### src/rtl/fetch_unit.sv
// fetch_unit: instruction fetch responder with PC, byte prefetch buffer and req/ack memory reads
// Ports: clk/rst (sync, active-low); fetch pops the buffer head; pc_load/pc_in redirect fetch;
// instr/instr_valid/pc present the head byte and its address; mem_req/mem_addr/mem_ack/mem_data
// form the byte-read handshake to instruction memory.
module fetch_unit #(
    parameter int ADDR_WIDTH = 16,
    parameter int DEPTH = 2,
    parameter logic [ADDR_WIDTH-1:0] RESET_PC = '0
) (
    input  logic                  clk,
    input  logic                  rst,
    input  logic                  fetch,
    input  logic                  pc_load,
    input  logic [ADDR_WIDTH-1:0] pc_in,
    output logic [7:0]            instr,
    output logic                  instr_valid,
    output logic [ADDR_WIDTH-1:0] pc,
    output logic                  mem_req,
    output logic [ADDR_WIDTH-1:0] mem_addr,
    input  logic                  mem_ack,
    input  logic [7:0]            mem_data
);
    localparam int PW = $clog2(DEPTH);
    localparam int CW = PW + 1;
    typedef enum logic [1:0] {IDLE, REQ, DISCARD} state_t;
    state_t state;
    logic [7:0] buf_data [DEPTH];
    logic [ADDR_WIDTH-1:0] buf_addr [DEPTH];
    logic [PW-1:0] rd, wr;
    logic [CW-1:0] count, count_nx;
    logic [ADDR_WIDTH-1:0] fa, nfa;
    logic ack, pop, push, space;
    assign ack = mem_req && mem_ack;
    assign instr_valid = count != '0;
    assign instr = buf_data[rd];
    assign pc = buf_addr[rd];
    // a jump kills both the pop and any data returning this cycle
    assign pop = fetch && instr_valid && !pc_load;
    assign push = ack && state == REQ && !pc_load;
    assign count_nx = pc_load ? '0 : count + CW'(push) - CW'(pop);
    assign space = count_nx < CW'(DEPTH);
    assign nfa = pc_load ? pc_in : fa;
    always_ff @(posedge clk) begin
        if (!rst) begin
            state <= IDLE;
            mem_req <= 1'b0;
            mem_addr <= RESET_PC;
            fa <= RESET_PC;
            rd <= '0;
            wr <= '0;
            count <= '0;
            for (int i = 0; i < DEPTH; i++) begin
                buf_data[i] <= '0;
                buf_addr[i] <= '0;
            end
        end else begin
            count <= count_nx;
            if (pc_load) begin
                rd <= '0;
                wr <= '0;
            end else begin
                if (push) begin
                    buf_data[wr] <= mem_data;
                    buf_addr[wr] <= mem_addr;
                    wr <= wr + 1'b1;
                end
                if (pop) rd <= rd + 1'b1;
            end
            case (state)
                IDLE: begin
                    fa <= nfa;
                    if (space) begin
                        state <= REQ;
                        mem_req <= 1'b1;
                        mem_addr <= nfa;
                    end
                end
                REQ: begin
                    if (pc_load) begin
                        fa <= pc_in;
                        // same-cycle ack: drop it and retarget; otherwise wait out the stale read
                        if (ack) mem_addr <= pc_in;
                        else state <= DISCARD;
                    end else if (ack) begin
                        fa <= fa + 1'b1;
                        if (space) mem_addr <= fa + 1'b1;
                        else begin
                            state <= IDLE;
                            mem_req <= 1'b0;
                        end
                    end
                end
                DISCARD: begin
                    fa <= nfa;
                    if (ack) begin
                        if (space) begin
                            state <= REQ;
                            mem_addr <= nfa;
                        end else begin
                            state <= IDLE;
                            mem_req <= 1'b0;
                        end
                    end
                end
                default: state <= IDLE;
            endcase
        end
    end
endmodule

### config.mk
export PLATFORM = sky130hd
export DESIGN_NAME = fetch_unit
export DESIGN_NICKNAME = d
export VERILOG_FILES = /design/src/rtl/fetch_unit.sv
export SDC_FILE = /design/constraint.sdc
export NUM_CORES = 1
export LEC_CHECK = 0
export CELL_PAD_IN_SITES_DETAIL_PLACEMENT = 2
export CELL_PAD_IN_SITES_GLOBAL_PLACEMENT = 2
export CORE_ASPECT_RATIO = 0.7
export CORE_MARGIN = 3
export CORE_UTILIZATION = 36
export DETAILED_ROUTE_END_ITERATION = 12
export PLACE_DENSITY = 0.87
export SYNTH_ARGS = -nofsm -noshare
export SYNTH_HDL_FRONTEND = slang
export SYNTH_SLANG_ARGS = --single-unit
### constraint.sdc
create_clock -name clk -period 6.15 [get_ports clk]
set_clock_uncertainty 0.05 [all_clocks]
set_input_delay 1.23 -clock clk [delete_from_list [all_inputs] [get_ports clk]]
set_output_delay 1.23 -clock clk [all_outputs]
set_load 0.005 [all_outputs]
# Word level (Yosys, flattened, before mapping)
# Memory sizes are Yosys's and may differ from the RTL's. A register that Yosys moved wholly into a read port is not among the register bits.
# Index checks and enable logic that the tools add are counted.
# totals
memories,2
romBits,0
output_inout_bits,42
ramBits,48
input_bits,29
latchBits,0
reg_bits,39
# memory_table
memory,depth,word_bits,rd,rd_clocked_by_memory_dff,wr,line_no,source
buf_addr,2,16,1,1,2,28,logic [ADDR_WIDTH-1:0] buf_addr [DEPTH];
buf_data,2,8,1,1,2,27,logic [7:0] buf_data [DEPTH];
# op_classes
muxes,40
div_mod_pow,0
n_reduce_logical,18
n_eq_ne,10
mul,0
order_cmp,1
shifts,0
n_bitwise,1
addsub,5
# ops
cell,count
16-bit two-way mux,10
16-bit case mux with 3 select lines,1
16-bit case mux with 2 select lines,1
1-bit two-way mux,18
16-bit by 1-bit adder with 16-bit output (second input constant),1
16-bit OR reduction,1
2-bit two-way mux,7
3-bit inequality test (second input constant),4
8-bit two-way mux,1
2-bit inequality test (second input constant),4
8-bit OR reduction,1
2-bit case mux with 3 select lines,1
1-bit logical AND,5
5-bit AND reduction,1
4-bit AND reduction,1
2-bit nonzero test,2
2-bit OR reduction,2
1-bit case mux with 3 select lines,1
3-bit AND reduction,1
3-bit nonzero test,1
1-bit adder (second input constant),2
2-bit by 1-bit adder with 2-bit output,1
2-bit by 1-bit == test with 1-bit output (second input constant),1
2-bit == test (second input constant),1
other kinds (6),6

# Longest topological paths before layout
# Gate-level depths: netlist of run 1.
# depth
depth_word,11
depth_mapped,14
ltp_nobuf,13

# Worst setup path after synthesis of run 1
# Ideal clock, no wire load.
# synth_timing
kind,input-to-reg
start,input port pc_load
end,register state[0]
t_required_ns,6.030
slack_ns,2.180
arrival_ns,3.850
setup_time_ns,0.070
path_stages,12
cell_sequence,buf_2 -> clkbuf_1 -> buf_1 -> nor2_1 -> ha_1 -> inv_1 -> ha_1 -> xnor3_2 -> mux2i_1 -> o221ai_2 -> or4_1 -> a21oi_1
# synth_via
elab_cells_between_ends,16
cone_classes,2 x add/sub; 1 x order compare; 4 x eq/ne; 5 x mux; 4 x reduce/logical
# synth_rtl
item,line_no,source
start: declaration,13,"input logic pc_load,"
1-bit logical NOT (*),38,assign pop = fetch && instr_valid && !pc_load;
1-bit logical AND (*),38,
via pop,32,"logic ack, pop, push, space;"
2-bit by 1-bit subtractor with 2-bit output (*),40,assign count_nx = pc_load ? '0 : count + CW'(push) - CW'(pop);
2-bit two-way mux (*),40,
2-bit < comparator (*),41,assign space = count_nx < CW'(DEPTH);
1-bit two-way mux,96,if (space) begin
2-bit two-way mux,95,if (ack) begin
2-bit case mux with 3 select lines,69,case (state)
end signal: assignment,45,state <= IDLE;
end signal: assignment,73,state <= REQ;
end signal: assignment,97,state <= REQ;
end: declaration,26,state_t state;
# The timed path passes the listed nets; every way through them passes the cells marked *. The select of a mux whose other input is x is not followed.
# A chain may end at the register's enable or synchronous reset.

# Final worst setup path of run 1
# layout_timing
start,input port mem_ack
end,register mem_addr[7]
# layout_via
elab_chain_cells,10
elab_cells_between_ends,14
cone_classes,2 x add/sub; 1 x order compare; 3 x eq/ne; 4 x mux; 4 x reduce/logical
# layout_rtl
item,line_no,source
start: declaration,20,"input logic mem_ack,"
1-bit logical AND (*),33,assign ack = mem_req && mem_ack;
1-bit logical AND (2 in a row),39,assign push = ack && state == REQ && !pc_load;
2-bit by 1-bit adder with 2-bit output,40,
2-bit by 1-bit subtractor with 2-bit output,40,
2-bit two-way mux,40,
2-bit < comparator,41,
16-bit two-way mux (2 in a row),--,
16-bit case mux with 3 select lines,--,
end signal: assignment,75,mem_addr <= nfa;
end signal: assignment,82,if (ack) mem_addr <= pc_in;
end signal: assignment,86,if (space) mem_addr <= fa + 1'b1;
end: declaration,19,"output logic [ADDR_WIDTH-1:0] mem_addr,"
# Every way passes the cells marked *; elsewhere a longest branch is shown, timed or not. The select of a mux whose other input is x is not followed.

==> flow_summary.toml, run 1 <==
[timing]
max_freq_mhz = 224
setup_violations = 0
relSlewSlack = 0.213
timing.final.crit_period_ns = 4.47
setup-tns-final_ns = 0
period_share = 0.727
fin_ws_ns = 1.68
tightest_slew_ns = 1.18
hold_viol = 0
slew_viol_final = 0
rsz0062_at_grt = "false"

[worst_setup_path]
cp.arrival_ns = 4.66
cp-startpoint = "mem_ack"
reg2regPathDepth = 13
r2r-end = "mem_addr[7]$_SDFFE_PN0P_"
endpoint = "mem_addr[7]$_SDFFE_PN0P_"
crit_type = "input port to register"
critPathCaptureType = "register"
startpoint_type = "input port"
cp_max_fo = 21
r2r_start = "state[1]$_SDFFE_PN0P_"
critPathRequiredTime_ns = 6.34
r2r_slack_ns = 1.90

[clock_network]
cts_root_buffer = "clkbuf_16"
cts.sinks = 88
hold_buffers = 0
h-tree-depth = 3
clockBufferDepth = 2
numCtsBuffers = 9
cts_tree = "done"
post_cts_resized = 0
clk_pin_slew_worst_paths_ns = 0.06
post_cts_buffers = 0
clock_latency_ns = 0.36

[logic_synthesis]
ys_ff_latch = 88
synth_compound_area_frac = 0.132
ys_async_sr_fraction = 0
synthAdderAreaFrac = 0.0194
synth.cell_area_um2 = 4520
synth_xor_area_frac = 0.0362
syn_inst = 461
synth_edf_count = 48
ys_seq_area_frac = 0.496
synth_top_family_by_area = "simple AND/OR/NAND/NOR gates"
synth_flop_cell = "edfxtp_1"
syn_nets = 497
synth.area.mux_share = 0.0708
synth-simple-area-share = 0.206
yosys.cell_types.count = 47
yosys_warnings = 0
post_synth.cell_area_avg_um2 = 9.81

[placement]
port_buffers = 70
pre_cts_ws_ns = 1.33
globalplace.congestion = 0.846
post_dp_cell_area_um2 = 5350
dpl.hpwl_um = 11600
dp.cells = 662

[layout]
multi_input_area_um2 = 2120
utilization = 0.475
layout_commonest_cell = "clkdlybuf4s50_1"
post_layout_nonfiller_instances = 678
fill_cells = 1225
ff_latch_area_um2 = 2240
area_growth_pct = 25.8
final_cell_area_um2 = 5690
layout.nets = 552
layout-drive-gt1-share = 0.106
mostFrequentLayoutCells = "clkdlybuf4s50_1, and2_1, edfxtp_1"
diodes = 0

[floorplan]
die_h_um = 99.8
start_util = 0.378
rows = 33
die_w_um = 140
core_region_area_um2 = 12000
ios = 71
dieArea_um2 = 14000

[hold_path]
hold_path_class = "register to register"

[route]
vias_per_cell = 5.75
routed_wl_um = 16400
antenna_left = 0
wl_per_cell_um = 24.3
drc_errors = 0
vias = 3898
initialDrtViolationCount = 305
drt-pass1-iter-count = 5

[global_routing]
grt_pass1_wl_um = 25500
grt_usage = 0.241
antenna_found_initial = 0
overflow = 0
grt_max_degree = 40
grt_pass1_vias = 4161

[job]
maxCapViolCount = 0

[power]
p_per_area_nw_per_um2 = 353
ir_drop_mv = 0.213
p_leak_nw = 2.06

[outcome]
status = "complete, no violations"
## synth_stat cells, types with 5 or more instances
master    count  area, um^2
xor2_1       12         105
ha_1          7        87.6
nor2_1       28         105
and2_1       50         313
o211ai_1      7        52.6
dfxtp_1      40         801
a31oi_1       5        31.3
o311ai_1      5        43.8
mux2i_1       5        50.1
mux2_2       24         270
nand3_1      16        80.1
edfxtp_1     48        1440
nor4_1        5        31.3
nand2_1      42         158
o31ai_1       5        37.5
inv_1        11        41.3
nor3_1       13        65.1
clkbuf_1     26        97.6
a21oi_1      23         115
nand2b_1      6        37.5
o21ai_0      27         135
nand4_1       9        56.3
## layout make-up
cell class                 count  area share
clock buffer                  10      0.0420
timing repair buffer          77       0.132
multi-input combinational    328       0.372
inverter                      12     0.00792
sequential                    88       0.394
clock inverter                 6      0.0172
tap                          157      0.0345
## state kept, by name, indices dropped and copies added, names as in the netlist, named ones only
name	count
buf_addr	32
buf_data	16
count	2
fa	16
mem_addr	16
mem_req	1
rd	1
state	2
wr	1
## per-stage QoR
stage | hold slack, ns | power, mW
2_1_floorplan | 0.415 | 1.10
3_3_place_gp | 0.429 | 1.32
3_5_place_dp | 0.449 | 1.38
4_1_cts | 0.458 | 2.01
5_1_grt | 0.487 | 2.11
6_report | 0.453 | 2.01
## per-layer routing
metal  GRT usage  part of all wire  vias up
li1            -                 -     1769
met1       0.310              0.45     1984
met2       0.401              0.47      120
met3      0.0576             0.050       25
met4      0.0812             0.022        0
met5           0                 0        -
## cells by family after synthesis
| kind of cell | count (synthesis) |
|---|---|
| adder cells (fa/ha/maj) | 7 |
| multiplexers | 29 |
| flip-flops | 88 |
| XOR/XNOR | 17 |
| AND/OR/NAND/NOR | 181 |
| AO/OA/AOI/OAI | 94 |
| buffers and inverters | 45 |
## worst max-delay path, cell delays in order
cell             delay [ns]
clkdlybuf4s50_1        0.49
nand2_1                0.13
nor2_1                 0.32
inv_1                  0.22
ha_1                   0.32
inv_1                  0.05
ha_1                   0.19
xnor3_2                0.41
nor2_1                 0.27
or3_1                  0.65
nor2_1                 0.13
a32o_1                 0.25
## worst min-delay path by stage
stage | startpoint | cells past startpoint | slack, ns | endpoint
after floorplan | mem_addr[2]$_SDFFE_PN0P_ | 2 | 0.41 | mem_addr[2]$_SDFFE_PN0P_
after global placement | mem_addr[2]$_SDFFE_PN0P_ | 2 | 0.43 | mem_addr[2]$_SDFFE_PN0P_
after detailed placement | mem_addr[4]$_SDFFE_PN0P_ | 2 | 0.45 | mem_addr[4]$_SDFFE_PN0P_
after CTS | mem_addr[4]$_SDFFE_PN0P_ | 2 | 0.46 | mem_addr[4]$_SDFFE_PN0P_
after global routing | mem_addr[0]$_SDFFE_PN0P_ | 2 | 0.49 | mem_addr[0]$_SDFFE_PN0P_
final | mem_addr[4]$_SDFFE_PN0P_ | 2 | 0.45 | mem_addr[4]$_SDFFE_PN0P_
## report_power, final
part	switching (mW)	internal, mW	total, mW
logic	0.342	0.226	0.568
clock network	0.250	0.374	0.624
registers	0.117	0.700	0.816
Note: power is estimated with default switching activity, not from simulation.
==> run 2, diff against run 1 <==
- CORE_UTILIZATION: 36 -> 34
- PLACE_DENSITY: 0.87 -> 0.83
- clock period: 6.15 -> 4.7 ns (I/O delays scaled with it)
==> run 2 against run 1 <==
Against the previous run:
- register-to-register slack got worse by 0.83 ns
- die area rose by 5.6%
- via count is 1.5% lower
- first-iteration DRC count decreased by 17%
- combinational power is 28% higher
- global-route usage shrank 2.1 points
- non-clock buffer count grew 2
- largest cell class unchanged
- sequential power rose by 30%
- highest routed layer unchanged
- core utilization is 2.9 points lower
- clock power grew 20%
==> flow_summary.toml, run 2 (same netlist as run 1, synthesis figures left out) <==
[outcome]
status = "complete, no violations"

[layout]
layout-drive-gt1-share = 0.107
layout.nets = 554
diodes = 0
largest_reg_flops = 32
mostFrequentLayoutCells = "clkdlybuf4s50_1, and2_1, edfxtp_1"
ff_latch_area_um2 = 2240
fill_cells = 1340
area_growth_pct = 25.5
layout_commonest_cell = "clkdlybuf4s50_1"
multi_input_area_um2 = 2120
utilization = 0.446
largest_register = "buf_addr"

[hold_path]
worstHoldStart = "mem_addr[4]$_SDFFE_PN0P_"
hold_path_class = "register to register"

[job]
maxCapViolCount = 0

[worst_setup_path]
crit_buf_inv = 3
crit_type = "input port to register"
cp_max_fo = 21
startpoint_type = "input port"
cp.arrival_ns = 4.36
crit_family = "simple AND/OR/NAND/NOR gates"
slowest_stage = "or3_1"
slowest_delay_ns = 0.65
critPathRequiredTime_ns = 4.89
cp-startpoint = "mem_ack"
path_cells = "clkdlybuf4s50_1 > nand2_1 > nor2_1 > inv_1 > ha_1 > inv_1 > ha_1 > xnor3_2 > nor2_1 > or3_1 > nor2_1 > a32o_1"
r2r_start = "state[1]$_SDFFE_PN0P_"
critPathCaptureType = "register"
path_common_cell = "nor2_1"

[route]
antenna_left = 0
vias_per_cell = 5.60
routed_wl_um = 15700
drc_errors = 0
wl_per_cell_um = 22.9
drt-pass1-iter-count = 5
vias = 3839
initialDrtViolationCount = 252

[clock_network]
clockBufferDepth = 2
post_cts_resized = 0
post_cts_buffers = 0
cts_root_buffer = "clkbuf_16"
cts_tree = "done"
h-tree-depth = 3
numCtsBuffers = 9
hold_buffers = 0
clk_pin_slew_worst_paths_ns = 0.06
clock_latency_ns = 0.35
cts.sinks = 88

[power]
p_per_area_nw_per_um2 = 447
p_leak_nw = 2.05
ir_drop_mv = 0.197

[floorplan]
start_util = 0.355
ios = 71
die_h_um = 102
die_w_um = 144
dieArea_um2 = 14700
core_region_area_um2 = 12700
rows = 34

[timing]
setup-tns-final_ns = 0
setup_violations = 0
whs_ns = 0.438
max_freq_mhz = 240
relSlewSlack = 0.201
slew_viol_final = 0
tightest_slew_ns = 1.20
timing.final.crit_period_ns = 4.17
rsz0062_at_grt = "false"
period_share = 0.888
hold_viol = 0

[global_routing]
grt_pass1_vias = 4034
grt_pass1_wl_um = 24200
overflow = 0
grt_max_degree = 40
antenna_found_initial = 0
grt_usage = 0.219

[placement]
port_buffers = 70
dpl.hpwl_um = 11100
globalplace.congestion = 0.842
[run 2: changes by cell type in the layout (fill, tap and decap cells not counted)]
cell and change:
inv_8 -1, buf_4 +2, inv_6 +1, clkbuf_8 -1
clkinv_1 +1, bufinv_16 -1, clkinv_4 +1
[run 2: worst reg2reg max path, delay by kind of cell, from the launching register on]
family / cells / cell delay [ns]
buf+inv: 3 / 0.37
fa+ha+maj: 3 / 0.70
xor+xnor: 1 / 0.42
compound gates: 1 / 0.24
flops: 1 / 0.35
simple gates: 5 / 1.40
[run 2: stage by stage]
| stage | setup slack, ns | power, mW | instances | cell area (um^2) |
|---|---|---|---|---|
| 4_1_cts | 0.575 | 2.54 | 685 | 5680 |
| 3_3_place_gp | 0.492 | 1.74 | 669 | 5370 |
| 2_1_floorplan | 1.02 | 1.44 | 461 | 4520 |
| 3_5_place_dp | 0.252 | 1.78 | 669 | 5370 |
| 5_1_grt | 0.311 | 2.66 | 685 | 5680 |
| 6_report | 0.527 | 2.54 | 685 | 5680 |
[run 2: power breakdown]
| part | total [mW] | switching [mW] | internal, mW |
|---|---|---|---|
| Sequential | 1.06 | 0.147 | 0.915 |
| Clock | 0.748 | 0.330 | 0.418 |
| Combinational | 0.727 | 0.427 | 0.300 |
[run 2: worst paths after layout]
check                                   to  slack [ns]  cells past startpoint
setup / recovery  mem_addr[7]$_SDFFE_PN0P_        0.53                     12
hold / removal    mem_addr[4]$_SDFFE_PN0P_        0.44                      2
setup reg to reg  mem_addr[7]$_SDFFE_PN0P_        1.07                     13
hold reg to reg   mem_addr[4]$_SDFFE_PN0P_        0.44                      2
[run 2: final cells by class]
class                   instances  share of cell area
clock inverters                 7              0.0137
flip-flops and latches         88               0.395
clock buffers                   9              0.0397
multi-input cells             328               0.373
inverters                      12             0.00793
repair buffers                 79               0.135
well taps                     162              0.0357
[run 2: metal layers]
layer  track usage  wire length (um)  part of all wire
met2         0.361              7520              0.48
met4        0.0716               282             0.018
met5             0                 0                 0
met3        0.0388               689             0.044
met1         0.295              7210              0.46
==> run 3, diff against run 2 <==
- CAP_MARGIN: unset -> 10
- CORE_ASPECT_RATIO: 0.7 -> 1.75
- CTS_BUF_LIST: unset -> sky130_fd_sc_hd__clkbuf_16
==> run 3 against run 2 <==
Against the previous run:
- wire length fell by 5.0%
- die area grew 0.22%
- combinational power decreased by 2.9%
- clock power fell by 8.3%
- core utilization is 1.1 points lower
- largest cell class unchanged
==> flow_summary.toml, run 3 (same netlist as run 1, synthesis figures left out) <==
[worst_setup_path]
cp_max_fo = 21
path_cells = "inv_1 > ha_1 > nand2b_1 > nor2_1 > inv_1 > ha_1 > inv_1 > ha_1 > xnor3_2 > nor2_1 > or3_1 > nor2_1 > a32o_1"
startpoint_type = "register"
critPathCaptureType = "register"
crit_type = "register to register"
critPathRequiredTime_ns = 4.89
cp.arrival_ns = 4.19
slowest_delay_ns = 0.67
slowest_stage = "ha_1"

[placement]
pre_cts_ws_ns = 0.425
globalplace.congestion = 0.898
dp.cells = 678
dpl.hpwl_um = 11200
port_buffers = 70

[timing]
setup_violations = 0
timing.final.crit_period_ns = 4.00
relSlewSlack = 0.244
hold_viol = 0
setup-tns-final_ns = 0
slew_viol_final = 0
tightest_slew_ns = 1.13
rsz0062_at_grt = "false"
whs_ns = 0.446
period_share = 0.852
fin_ws_ns = 0.697
max_freq_mhz = 250

[clock_network]
clock_latency_ns = 0.34
clockBufferDepth = 2
h-tree-depth = 3
cts.sinks = 88
cts_tree = "done"
post_cts_buffers = 0
numCtsBuffers = 9
cts_root_buffer = "clkbuf_16"
clk_pin_slew_worst_paths_ns = 0.07
hold_buffers = 0
post_cts_resized = 0

[layout]
utilization = 0.436
layout_commonest_cell = "clkdlybuf4s50_1"
largest_register = "buf_addr"
post_layout_nonfiller_instances = 694
multi_input_area_um2 = 2120
area_growth_pct = 25.3
layout.nets = 554
diodes = 0
fill_cells = 1352
layout-drive-gt1-share = 0.107
largest_reg_flops = 32
mostFrequentLayoutCells = "clkdlybuf4s50_1, and2_1, edfxtp_1"
ff_latch_area_um2 = 2240

[hold_path]
hold_path_class = "register to register"

[job]
maxCapViolCount = 0

[route]
vias_per_cell = 5.46
drc_errors = 0
wl_per_cell_um = 21.5
drt-pass1-iter-count = 5
routed_wl_um = 14900
antenna_left = 0
vias = 3788
initialDrtViolationCount = 176

[outcome]
status = "complete, no violations"

[global_routing]
overflow = 0
grt_max_degree = 40
antenna_found_initial = 0
grt_pass1_vias = 4370
grt_pass1_wl_um = 24000
grt_usage = 0.213

[floorplan]
rows = 55
die_h_um = 159
die_w_um = 93.2
dieArea_um2 = 14800
ios = 71
start_util = 0.348
core_region_area_um2 = 13000

[power]
ir_drop_mv = 0.213
p_per_area_nw_per_um2 = 432
p_leak_nw = 2.04
[run 3: changes by cell type in the layout (fill, tap and decap cells not counted), sizes merged]
cell	previous run	this run
bufinv	1	0
clkinvlp	0	1
[run 3: power breakdown]
group	switching [mW]	internal [mW]	total, mW
Clock	0.321	0.365	0.686
Combinational	0.409	0.298	0.706
Sequential	0.139	0.915	1.05
[run 3: layout make-up]
class,count,area share
Clock buffer,9,0.0397
Clock inverter,7,0.0102
Inverter,12,0.00795
Multi-Input combinational cell,328,0.373
Sequential cell,88,0.396
Tap cell,171,0.0377
Timing Repair Buffer,79,0.136
[run 3: critical path: cells and delay by family (launching register included)]
family                   cells  cell delay (ns)
AO/OA/AOI/OAI                1             0.23
XOR/XNOR                     1             0.42
adder cells (fa/ha/maj)      3             1.21
buffers and inverters        3             0.29
flip-flops                   1             0.34
AND/OR/NAND/NOR              5             1.35
[run 3: final timing paths]
check,startpoint,end,slack (ns),depth (start not counted)
setup / recovery,state[1]$_SDFFE_PN0P_,mem_addr[7]$_SDFFE_PN0P_,0.70,13
hold / removal,mem_addr[3]$_SDFFE_PN0P_,mem_addr[3]$_SDFFE_PN0P_,0.45,2
setup reg to reg,state[1]$_SDFFE_PN0P_,mem_addr[7]$_SDFFE_PN0P_,0.70,13
hold reg to reg,mem_addr[3]$_SDFFE_PN0P_,mem_addr[3]$_SDFFE_PN0P_,0.45,2
[run 3: through the flow]
step / total power, mW / area, um^2
5_1_grt: 2.58 / 5670
3_5_place_dp: 1.77 / 5390
3_3_place_gp: 1.73 / 5390
2_1_floorplan: 1.44 / 4520
6_report: 2.45 / 5670
4_1_cts: 2.47 / 5670
[run 3: metal layers]
metal | vias up | share of wire | GRT usage
li1 | 1779 | - | -
met1 | 1899 | 0.36 | 0.210
met5 | - | 0 | 0
met3 | 30 | 0.023 | 0.0279
met2 | 80 | 0.58 | 0.429
met4 | 0 | 0.035 | 0.0964
